<file path="src/rtl/fft_stage_ctrl.sv">
// Radix-2 single-path delay-feedback FFT stage controller.
// Sequences fill / butterfly / drain phases of a 2*DELAY-beat frame and
// emits registered datapath controls one cycle after each accepted beat.
module fft_stage_ctrl #(
  parameter int unsigned DELAY = 16,
  parameter int unsigned TWW   = $clog2(2 * DELAY)
) (
  input  logic           clk,
  input  logic           rstn,
  input  logic           valid_in,
  input  logic           frame_start,
  input  logic           flush,
  output logic           sr_en,
  output logic           bf_sel,
  output logic           mux_sel,
  output logic [TWW-1:0] tw_idx,
  output logic           mul_en,
  output logic           valid_out,
  output logic           frame_done,
  output logic           frame_err,
  output logic           busy
);

  localparam int unsigned CW = $clog2(2 * DELAY);
  localparam int unsigned DW = (DELAY > 1) ? $clog2(DELAY) : 1;

  localparam logic [CW-1:0] CNT_FILL_LAST = CW'(DELAY - 1);
  localparam logic [CW-1:0] CNT_LAST      = CW'(2 * DELAY - 1);
  localparam logic [DW-1:0] DCNT_LAST     = DW'(DELAY - 1);

  typedef enum logic [1:0] {IDLE, FILL, BFLY, DRAIN} state_t;

  // With a one-beat half frame, beat 0 is already the last fill beat.
  localparam state_t FILL_NEXT = (DELAY > 1) ? FILL : BFLY;

  state_t          state_q, state_d;
  logic [CW-1:0]   cnt_q, cnt_d;
  logic [DW-1:0]   dcnt_q, dcnt_d;
  logic            pend_q, pend_d;

  logic            sr_en_d, bf_sel_d, mux_sel_d, mul_en_d;
  logic            valid_out_d, frame_done_d, frame_err_d, busy_d;
  logic [TWW-1:0]  tw_idx_d;
  logic            start;
  logic            drain_beat;

  assign start = valid_in && frame_start;

  // State, counters and registered outputs.
  always_ff @(posedge clk or negedge rstn) begin
    if (!rstn) begin
      state_q    <= IDLE;
      cnt_q      <= '0;
      dcnt_q     <= '0;
      pend_q     <= 1'b0;
      sr_en      <= 1'b0;
      bf_sel     <= 1'b0;
      mux_sel    <= 1'b0;
      tw_idx     <= '0;
      mul_en     <= 1'b0;
      valid_out  <= 1'b0;
      frame_done <= 1'b0;
      frame_err  <= 1'b0;
      busy       <= 1'b0;
    end else begin
      state_q    <= state_d;
      cnt_q      <= cnt_d;
      dcnt_q     <= dcnt_d;
      pend_q     <= pend_d;
      sr_en      <= sr_en_d;
      bf_sel     <= bf_sel_d;
      mux_sel    <= mux_sel_d;
      tw_idx     <= tw_idx_d;
      mul_en     <= mul_en_d;
      valid_out  <= valid_out_d;
      frame_done <= frame_done_d;
      frame_err  <= frame_err_d;
      busy       <= busy_d;
    end
  end

  // Next-state, counter and output decode.
  always_comb begin
    state_d      = state_q;
    cnt_d        = cnt_q;
    dcnt_d       = dcnt_q;
    pend_d       = pend_q;
    sr_en_d      = 1'b0;
    bf_sel_d     = 1'b0;
    mux_sel_d    = 1'b0;
    tw_idx_d     = '0;
    valid_out_d  = 1'b0;
    frame_done_d = 1'b0;
    frame_err_d  = 1'b0;
    drain_beat   = 1'b0;

    if (flush) begin
      state_d = IDLE;
      cnt_d   = '0;
      dcnt_d  = '0;
      pend_d  = 1'b0;
    end else begin
      unique case (state_q)
        IDLE: begin
          if (start) begin
            state_d = FILL_NEXT;
            cnt_d   = CW'(1);
            dcnt_d  = '0;
            pend_d  = 1'b0;
            sr_en_d = 1'b1;
          end
        end

        FILL, BFLY: begin
          if (valid_in && frame_start) begin
            // Unexpected frame start: drop the current frame and restart.
            state_d     = FILL_NEXT;
            cnt_d       = CW'(1);
            dcnt_d      = '0;
            pend_d      = 1'b0;
            sr_en_d     = 1'b1;
            frame_err_d = 1'b1;
          end else if (valid_in) begin
            sr_en_d = 1'b1;
            if (state_q == FILL) begin
              drain_beat = pend_q;
              cnt_d      = cnt_q + CW'(1);
              if (cnt_q == CNT_FILL_LAST) state_d = BFLY;
            end else begin
              bf_sel_d    = 1'b1;
              valid_out_d = 1'b1;
              tw_idx_d    = TWW'(cnt_q) - TWW'(DELAY);
              if (cnt_q == CNT_LAST) begin
                cnt_d   = '0;
                dcnt_d  = '0;
                state_d = DRAIN;
              end else begin
                cnt_d = cnt_q + CW'(1);
              end
            end
          end
        end

        DRAIN: begin
          drain_beat = 1'b1;
          if (dcnt_q == '0 && start) begin
            // Back-to-back frame: its fill beats carry out the pending drain.
            state_d = FILL_NEXT;
            cnt_d   = CW'(1);
            pend_d  = 1'b1;
            sr_en_d = 1'b1;
          end else begin
            frame_err_d = start;
            if (dcnt_q == DCNT_LAST) state_d = IDLE;
          end
        end

        default: state_d = IDLE;
      endcase

      // Emit one delayed difference beat from the lower half of the frame.
      if (drain_beat) begin
        valid_out_d = 1'b1;
        mux_sel_d   = 1'b1;
        tw_idx_d    = TWW'(DELAY) + TWW'(dcnt_q);
        if (dcnt_q == DCNT_LAST) begin
          frame_done_d = 1'b1;
          dcnt_d       = '0;
          pend_d       = 1'b0;
        end else begin
          dcnt_d = dcnt_q + DW'(1);
        end
      end
    end

    mul_en_d = valid_out_d;
    busy_d   = !flush && ((state_d != IDLE) || (state_q != IDLE));
  end

endmodule

</file>
<file path="config.mk">
export PLATFORM = sky130hd
export DESIGN_NAME = fft_stage_ctrl
export DESIGN_NICKNAME = d
export VERILOG_FILES = /design/src/rtl/fft_stage_ctrl.sv
export SDC_FILE = /design/constraint.sdc
export NUM_CORES = 1
export LEC_CHECK = 0
export CORE_MARGIN = 8
export CORE_UTILIZATION = 56
export CTS_BUF_LIST = sky130_fd_sc_hd__clkbuf_8
export DETAILED_ROUTE_END_ITERATION = 16
export PLACE_DENSITY = 0.85
export SLEW_MARGIN = 20
export SYNTH_ARGS = -nofsm -noshare
export SYNTH_HDL_FRONTEND = slang
export SYNTH_SLANG_ARGS = --single-unit
export TNS_END_PERCENT = 1
</file>
<file path="constraint.sdc">
create_clock -name clk -period 3 [get_ports clk]
set_clock_uncertainty 0.1 [all_clocks]
set_input_delay 0.9 -clock clk [delete_from_list [all_inputs] [get_ports clk]]
set_output_delay 0.9 -clock clk [all_outputs]
set_load 0.01 [all_outputs]
</file>
==> metrics.cfg, run 1 <==
[timing]
max_slew_margin=0.7659
whs_ns=0.4640
min_period_over_period=0.8712
worst_slew_pin_slew_ns=0.3466
drv_slew=0
hold_viol_final=0
setup_tns_ns=0
rsz0062_at_grt=no
fmax_mhz=382.6
fin_crit_ns=2.614
setup_viol=0

[hold_path]
hold_class=flop to flop
holdPathStages=2
hp-start=cnt_q[2]

[synth]
ys_seq_area_frac=0.4511
synth_compound_area_frac=0.1880
synth_common_cells=24 x dfrtp_1, 14 x nand2_1, 11 x inv_1, 11 x o21ai_0, 9 x ha_1
synth_fa_ha_area_frac=0.08459
synthCells=134
yosysTopAreaCellShare=0.4511
syn-num-nets=148
synth.area.top_cells=dfrtp_1 45%, ha_1 8.5%, o21ai_0 4.1%, nand2_1 3.9%, inv_1 3.1%
yosys.area_share.simple=0.2218
synth_area_leader_cell=dfrtp_1
yosysWarnings=0
synth_area_um2=1331
synth_xor_area_frac=0
async_flop_share=1.000
ys_ff_latch=24
synth_top_family_by_area=simple AND/OR/NAND/NOR gates
syn_area_per_cell_um2=9.935
yosysUniqueCellTypes=43
synth_top_flop_cell=dfrtp_1
synth_mux_area_frac=0.007519
synth_edf_count=0
synth_most_common_cell=dfrtp_1

[placed_design]
place.gp.congestion=0.9075
dpl.hpwl_um=2149
io_buffers=17
dpl_cell_area_um2=1530
placedCellCount=177

[clocking]
cts_tree=done
cts_resized=0
cts.htree.levels=1
numCtsBuffers=3
clockRootBuffer=clkbuf_8
clk_latency_ns=0.27
cts.path.max_buffers=2
clock_sinks=24
post_cts_buffers=0
cts-hold-fix-buffers=0
clk_pin_slew_ns=0.08

[global_route]
grt_pass1_wl_um=4788
antenna_found_initial=0
track_usage=0.1425
grt_pass1_vias=1062
grt_max_degree=25
grt-ovfl-total=0

[cells_and_area]
stdcell_count=181
syn2layout_area_growth_pct=19.08
regArea_um2=600.6
final_nets=168
final_core_util=0.7098
drive_gt1_frac=0.1046
finish.instance_area_um2=1585
fill_cells=169
multiInputGateArea_um2=668.1
diodes=0

[job]
drv_cap=0

[pwr]
p_switching_mw=0.1714
clkPwrFrac=0.331
p_comb_frac=0.157
seqPwrFrac=0.512
ir_worst_vdd_v=0.0002635
p_int_mw=0.4932
switching_share=0.2579
p_leak_nw=0.7292
p_per_area_nw_per_um2=419.2

[floorplanning]
io_pins=18
rows=17
die_h_um=64.76
start_util=0.5961
core_um2=2233
die_x_um=64.76
dieArea_um2=4193

[critical_path]
worst-r2r-cell-count=7
crit_type=input port to flop
startpoint=valid_in
crit_path_end_kind=flop
start_kind=input port
worst_ep_arrival_time_ns=2.70
crit_fanout=7
r2r_start=cnt_q[0]
worstPathRequired_ns=3.08
r2r_slack_ns=0.61

[route]
drt_iter0_markers=23
drtAntennaViolNets=0
wl_per_cell_um=15.61
drc=0
drt-total-wl_um=2825
firstDrtPassIters=5
vias=1075
vias_per_cell=5.939

[outcome]
status=completed

-- path summary, 6_finish.rpt --
path | to
worst max-delay path | cnt_q[3]
worst min-delay path | tw_idx[2]
worst max register to register | cnt_q[3]
worst min register to register | tw_idx[2]
max in group asynchronous | frame_err
min in group asynchronous | tw_idx[3]
-- registers in the layout (all words and copies together) (netlist names), 2 cells and up --
register and cells:
cnt_q 5, dcnt_q 4, state_q 2, tw_idx 5
-- layer usage --
metal	share of wire	wire length (µm)	GRT usage	vias up
met5	0	0	0	-
met4	0.028	78	0.09537	0
met2	0.48	1345	0.2360	42
li1	-	-	-	516
met1	0.43	1217	0.1634	511
met3	0.064	182	0.02749	6
-- final cells by class --
cell class	count	share of cell area
clock buffers	4	0.03473
inverters	11	0.02605
multi-input cells	95	0.4215
flip-flops and latches	24	0.3788
repair buffers	19	0.1168
well taps	28	0.02210
-- power by group through the flow --
stage	clock network (mW)	logic [mW]	registers, mW
2_1_floorplan	0	0.0611	0.348
3_3_place_gp	0	0.101	0.346
3_5_place_dp	0	0.103	0.347
4_1_cts	0.222	0.104	0.340
5_1_grt	0.238	0.113	0.342
6_report	0.220	0.104	0.340
-- logic make-up (layout without fill, tap and decap cells) --
kind of cell / count (synthesis) / count (layout)
flip-flops: 24 / 24
AND/OR/NAND/NOR: 49 / 49
buffers and inverters: 15 / 34
adder cells (fa/ha/maj): 9 / 9
multiplexers: 1 / 1
AO/OA/AOI/OAI: 36 / 36
-- layout by cell type (no fill, tap or decap), types with 2 or more instances in the layout --
master and n:
a211oi_1 2, a21o_1 2, a21oi_1 6, a22o_1 2
a31oi_1 2, and2_1 2, and3_1 2, buf_4 2
clkbuf_8 4, clkdlybuf4s50_1 17, dfrtp_1 24, ha_1 9
inv_1 11, nand2_1 14, nand3_1 2, nor2_1 8
nor2b_1 2, nor4_1 2, nor4b_1 3, o211ai_1 2
o21ai_0 11, o41ai_1 2, or4_1 2
-- critical path, stage by stage --
cell and delay [ns]:
clkdlybuf4s50_1 0.51, and2_1 0.26, or3_4 0.40, or4_1 0.52, o211ai_1 0.10
-- per-stage QoR --
step / power, mW / setup slack [ns]
3_3_place_gp: 0.4474 / 0.1812
3_5_place_dp: 0.4501 / 0.1145
2_1_floorplan: 0.4091 / 0.7674
5_1_grt: 0.6926 / 0.2965
4_1_cts: 0.6661 / 0.3938
6_report: 0.6646 / 0.3865
Note: power is estimated with default switching activity, not from simulation.
==> run 2, diff against run 1 <==
--- a/config.mk
+++ b/config.mk
@@ -6,11 +6,10 @@
 export NUM_CORES = 1
 export LEC_CHECK = 0
 export CORE_MARGIN = 8
-export CORE_UTILIZATION = 56
+export CORE_UTILIZATION = 45
 export CTS_BUF_LIST = sky130_fd_sc_hd__clkbuf_8
 export DETAILED_ROUTE_END_ITERATION = 16
-export PLACE_DENSITY = 0.85
-export SLEW_MARGIN = 20
+export PLACE_DENSITY = 0.71
 export SYNTH_ARGS = -nofsm -noshare
 export SYNTH_HDL_FRONTEND = slang
 export SYNTH_SLANG_ARGS = --single-unit
==> run 2 against run 1 <==
Compared with the run above: non-clock buffer count did not move; clock power rose by 29%; die area grew 18%; hold slack improved by 0.0013 ns; critical path depth unchanged; combinational power about the same; via count is 1.3% lower; power rose by 9.3%; largest cell class unchanged; critical path type unchanged; worst setup slack better by 0.0033 ns; final cell count is 1.7% higher; cell area grew 1.3%; first-iteration DRC count grew 87%.
==> metrics.cfg, run 2 (same netlist as run 1, synthesis figures left out) <==
[timing]
whs_ns=0.4653  ; was 0.4640 ns
fmax_mhz=383.1  ; was 382.6 MHz
setup_viol=0  ; unchanged
rsz0062_at_grt=no  ; unchanged
fin_crit_ns=2.610  ; was 2.614 ns
hold_viol_final=0  ; unchanged
setup_tns_ns=0  ; unchanged
min_period_over_period=0.8701  ; was 0.8712
max_slew_margin=0.7723  ; was 0.7659
drv_slew=0  ; unchanged
worst_slew_pin_slew_ns=0.3405  ; was 0.3466 ns

[critical_path]
worst-r2r-cell-count=7  ; unchanged
timing.rr.end=dcnt_q[2]  ; was cnt_q[3]
r2r_slack_ns=0.60  ; was 0.61 ns
endpoint=cnt_q[3]  ; unchanged
r2r_start=state_q[0]  ; was cnt_q[0]
start_kind=input port  ; unchanged
crit_fanout=7  ; unchanged
crit_type=input port to flop  ; unchanged
worst_ep_arrival_time_ns=2.70  ; about the same
worstPathRequired_ns=3.09  ; was 3.08 ns
crit_path_end_kind=flop  ; unchanged
startpoint=valid_in  ; unchanged

[global_route]
grt-ovfl-total=0  ; unchanged
antenna_found_initial=0  ; unchanged
track_usage=0.1209  ; was 0.1425
grt_pass1_vias=1022  ; was 1062
grt_pass1_wl_um=4926  ; was 4788 µm
grt_max_degree=25  ; unchanged

[cells_and_area]
top_regs=cnt_q (5), tw_idx (5), dcnt_q (4)  ; unchanged
final_nets=168  ; unchanged
drive_gt1_frac=0.1046  ; unchanged
layout_commonest_cell=dfrtp_1  ; unchanged
syn2layout_area_growth_pct=20.58  ; was 19.08%
final_cell_mix=24 x dfrtp_1, 17 x clkdlybuf4s50_1, 14 x nand2_1  ; unchanged
finish.instance_area_um2=1605  ; was 1585 µm²
final_core_util=0.5771  ; was 0.7098
diodes=0  ; unchanged

[route]
wl_per_cell_um=15.11  ; was 15.61 µm
firstDrtPassIters=4  ; was 5
vias=1061  ; was 1075
vias_per_cell=5.766  ; was 5.939
drtAntennaViolNets=0  ; unchanged
drc=0  ; unchanged
drt_iter0_markers=43  ; was 23
drt-total-wl_um=2781  ; was 2825 µm

[job]
drv_cap=0  ; unchanged

[floorplanning]
core_um2=2781  ; was 2233 µm²
die_x_um=70.39  ; was 64.76 µm
start_util=0.4786  ; was 0.5961
die_h_um=70.39  ; was 64.76 µm
dieArea_um2=4955  ; was 4193 µm²
rows=19  ; was 17
io_pins=18  ; unchanged

[pwr]
p_per_area_nw_per_um2=452.5  ; was 419.2 nW/µm²
power_mw=0.7264  ; was 0.6646 mW
ir_worst_vdd_v=0.0004983  ; was 0.0002635 V
p_leak_nw=0.7361  ; was 0.7292 nW

[placed_design]
place.gp.congestion=0.8808  ; was 0.9075
dpl_cell_area_um2=1534  ; was 1530 µm²
dpl.hpwl_um=2114  ; was 2149 µm
io_buffers=17  ; unchanged

[clocking]
cts.path.max_buffers=2  ; unchanged
clk_latency_ns=0.27  ; about the same
cts.htree.levels=1  ; unchanged
cts_resized=0  ; unchanged
numCtsBuffers=3  ; unchanged
clock_sinks=24  ; unchanged
cts_tree=done  ; unchanged
clk_pin_slew_ns=0.09  ; was 0.08 ns
post_cts_buffers=0  ; unchanged
clockRootBuffer=clkbuf_8  ; unchanged
cts-hold-fix-buffers=0  ; unchanged

[outcome]
status=completed  ; unchanged

[hold_path]
hold_class=flop to flop  ; unchanged

-- run 2: where the power goes --
group          internal, mW  switching (mW)
Clock                 0.178           0.104
Sequential            0.333         0.00794
Combinational        0.0432          0.0599
Total                 0.554           0.172
-- run 2: worst max-delay path, cell delays in order --
cell and delay, ns:
clkdlybuf4s50_1 0.52, and2_1 0.27, or3_4 0.40, or4_1 0.51, o211ai_1 0.09
-- run 2: worst min path at each step --
stage	slack, ns	depth (start not counted)	to	startpoint
2_1_floorplan	0.39	1	tw_idx[4]	cnt_q[4]
3_3_place_gp	0.45	2	cnt_q[4]	cnt_q[4]
3_5_place_dp	0.45	2	cnt_q[1]	cnt_q[1]
4_1_cts	0.47	2	cnt_q[1]	cnt_q[1]
5_1_grt	0.47	1	tw_idx[4]	cnt_q[4]
6_report	0.47	1	tw_idx[4]	cnt_q[4]
-- run 2: final cells by class --
| cell class | count | area, µm² |
|---|---|---|
| fillers | 247 | 1176 |
| flip-flops and latches | 24 | 600.6 |
| inverters | 11 | 41.29 |
| well taps | 31 | 38.79 |
| repair buffers | 19 | 185.2 |
| multi-input cells | 95 | 668.1 |
| clock inverters | 1 | 30.03 |
| clock buffers | 3 | 41.29 |
-- run 2: per-stage QoR --
stage / std cells / worst slack [ns]
6_report: 184 / 0.3898
3_3_place_gp: 180 / 0.1767
3_5_place_dp: 180 / 0.1362
4_1_cts: 184 / 0.4206
5_1_grt: 184 / 0.2752
2_1_floorplan: 134 / 0.7674
-- run 2: routing by layer --
| metal | vias to the layer above | GRT usage | share of wire |
|---|---|---|---|
| met1 | 516 | 0.1432 | 0.44 |
| met4 | 0 | 0.07366 | 0.023 |
| met3 | 4 | 0.03107 | 0.045 |
| li1 | 519 | - | - |
| met2 | 22 | 0.1901 | 0.49 |
| met5 | - | 0 | 0 |
==> run 3, diff against run 2 <==
==> constraint.sdc (replaced) <==
create_clock -name clk -period 2.7 [get_ports clk]
set_clock_uncertainty 0.1 [all_clocks]
set_input_delay 0.81 -clock clk [delete_from_list [all_inputs] [get_ports clk]]
set_output_delay 0.81 -clock clk [all_outputs]
set_load 0.01 [all_outputs]
==> run 3 against run 2 <==
Compared with the run above: worst setup slack got worse by 0.10 ns; hold slack improved by 0.0026 ns; clock-buffer cell count is 1 higher; critical endpoint unchanged; largest power group unchanged; highest routed layer unchanged.
==> metrics.cfg, run 3 (same netlist as run 1, synthesis figures left out) <==
[cells_and_area]
final_nets=174  ; was 168
top_regs=cnt_q (5), tw_idx (5), dcnt_q (4)  ; unchanged
syn2layout_area_growth_pct=22.74  ; was 20.58%
diodes=0  ; unchanged
stdcell_count=190  ; was 184
final_cell_mix=24 x dfrtp_1, 17 x clkdlybuf4s50_1, 14 x nand2_1  ; unchanged
drive_gt1_frac=0.1384  ; was 0.1046
layout_commonest_cell=dfrtp_1  ; unchanged
fill_cells=238  ; was 247

[route]
vias=1068  ; was 1061
drtAntennaViolNets=0  ; unchanged
drc=0  ; unchanged
vias_per_cell=5.621  ; was 5.766
drt_iter0_markers=60  ; was 43
firstDrtPassIters=4  ; unchanged
drt-total-wl_um=2811  ; was 2781 µm
wl_per_cell_um=14.79  ; was 15.11 µm

[hold_path]
hold_class=flop to flop  ; unchanged
hp-start=cnt_q[4]  ; unchanged
holdPathStages=1  ; unchanged
min_to=tw_idx[4]  ; unchanged

[clocking]
cts_resized=0  ; unchanged
cts.path.max_buffers=2  ; unchanged
numCtsBuffers=3  ; unchanged
clk_latency_ns=0.26  ; was 0.27 ns
cts_tree=done  ; unchanged
clock_sinks=24  ; unchanged
clk_pin_slew_ns=0.08  ; was 0.09 ns
cts-hold-fix-buffers=0  ; unchanged
cts.htree.levels=1  ; unchanged
post_cts_buffers=0  ; unchanged
clockRootBuffer=clkbuf_8  ; unchanged

[pwr]
p_per_area_nw_per_um2=455.0  ; was 452.5 nW/µm²
clkPwrFrac=0.328  ; was 0.389
seqPwrFrac=0.509  ; was 0.469
p_switching_mw=0.1908  ; was 0.1719 mW
p_comb_frac=0.163  ; was 0.142
ir_worst_vdd_v=0.0003686  ; was 0.0004983 V
p_leak_nw=0.7562  ; was 0.7361 nW
switching_share=0.2566  ; was 0.2367
p_int_mw=0.5527  ; was 0.5545 mW

[critical_path]
worstPathRequired_ns=2.79  ; was 3.09 ns
worst_ep_arrival_time_ns=2.50  ; was 2.70 ns
r2r_slack_ns=0.31  ; was 0.60 ns
r2r_start=cnt_q[0]  ; was state_q[0]
crit_path_end_kind=flop  ; unchanged
worst-r2r-cell-count=7  ; unchanged
crit_fanout=5  ; was 7
start_kind=input port  ; unchanged
timing.rr.end=cnt_q[3]  ; was dcnt_q[2]
crit_type=input port to flop  ; unchanged

[timing]
rsz0062_at_grt=no  ; unchanged
fin_ws_ns=0.2900  ; was 0.3898 ns
drv_slew=0  ; unchanged
min_period_over_period=0.8926
fin_crit_ns=2.410
worst_slew_pin_slew_ns=0.3601  ; was 0.3405 ns
setup_viol=0  ; unchanged
fmax_mhz=414.9
setup_tns_ns=0  ; unchanged
hold_viol_final=0  ; unchanged
max_slew_margin=0.7592  ; was 0.7723

[global_route]
antenna_found_initial=0  ; unchanged
grt_max_degree=25  ; unchanged
grt-ovfl-total=0  ; unchanged
track_usage=0.1200  ; was 0.1209
grt_pass1_wl_um=4912  ; was 4926 µm
grt_pass1_vias=1061  ; was 1022

[placed_design]
placedCellCount=186  ; was 180
place.gp.congestion=0.8746  ; was 0.8808
io_buffers=17  ; unchanged
dpl.hpwl_um=2170  ; was 2114 µm
place_worst_setup_slack_ns=0.01906  ; was 0.1362 ns

[job]
drv_cap=0  ; unchanged

[floorplanning]
core_um2=2781  ; unchanged
rows=19  ; unchanged
start_util=0.4786  ; unchanged
dieArea_um2=4955  ; unchanged
die_h_um=70.39  ; unchanged
io_pins=18  ; unchanged
die_x_um=70.39  ; unchanged

[outcome]
status=completed  ; unchanged

-- run 3: critical path, stage by stage --
cell             delay (ns)
clkdlybuf4s50_1        0.49
and2_1                 0.21
or3_4                  0.39
or4_1                  0.51
o211ai_1               0.09
-- run 3: power groups by stage --
stage	logic, mW	clock network (mW)	registers, mW
after CTS	0.122	0.246	0.378
after global placement	0.118	0	0.385
after detailed placement	0.121	0	0.386
final	0.121	0.244	0.379
after floorplan	0.0679	0	0.387
after global routing	0.134	0.262	0.380
-- run 3: how the worst max path moves through the flow --
stage	start	to	slack [ns]
floorplan	cnt_q[0]	cnt_q[3]	0.49
global placement	valid_in	cnt_q[3]	0.06
detailed placement	valid_in	cnt_q[3]	0.02
CTS	valid_in	cnt_q[3]	0.30
global route	valid_in	dcnt_q[2]	0.19
finish	valid_in	cnt_q[3]	0.29
-- run 3: routing by layer --
layer,vias to the layer above,wire (µm),GRT usage
met3,4,111,0.02401
met1,510,1297,0.1443
met5,-,0,0
met2,24,1333,0.1942
met4,0,69,0.06696
li1,530,-,-
-- run 3: layout make-up --
type / instances / area [µm²] / share of cell area
timing repair buffer: 25 / 230.2 / 0.1409
multi-input combinational: 95 / 668.1 / 0.4089
clock buffer: 4 / 55.05 / 0.03369
sequential: 24 / 600.6 / 0.3675
inverter: 11 / 41.29 / 0.02527
tap: 31 / 38.79 / 0.02374
-- run 3: through the flow --
stage,utilization,hold slack [ns],area [µm²],power [mW]
detailed placement,0.5677,0.4388,1579,0.5071
finish,0.5875,0.4680,1634,0.7435
global route,0.5875,0.4754,1634,0.7765
floorplan,-,0.3863,1331,0.4546
global placement,0.5677,0.4371,1579,0.5030
CTS,0.5875,0.4503,1634,0.7456
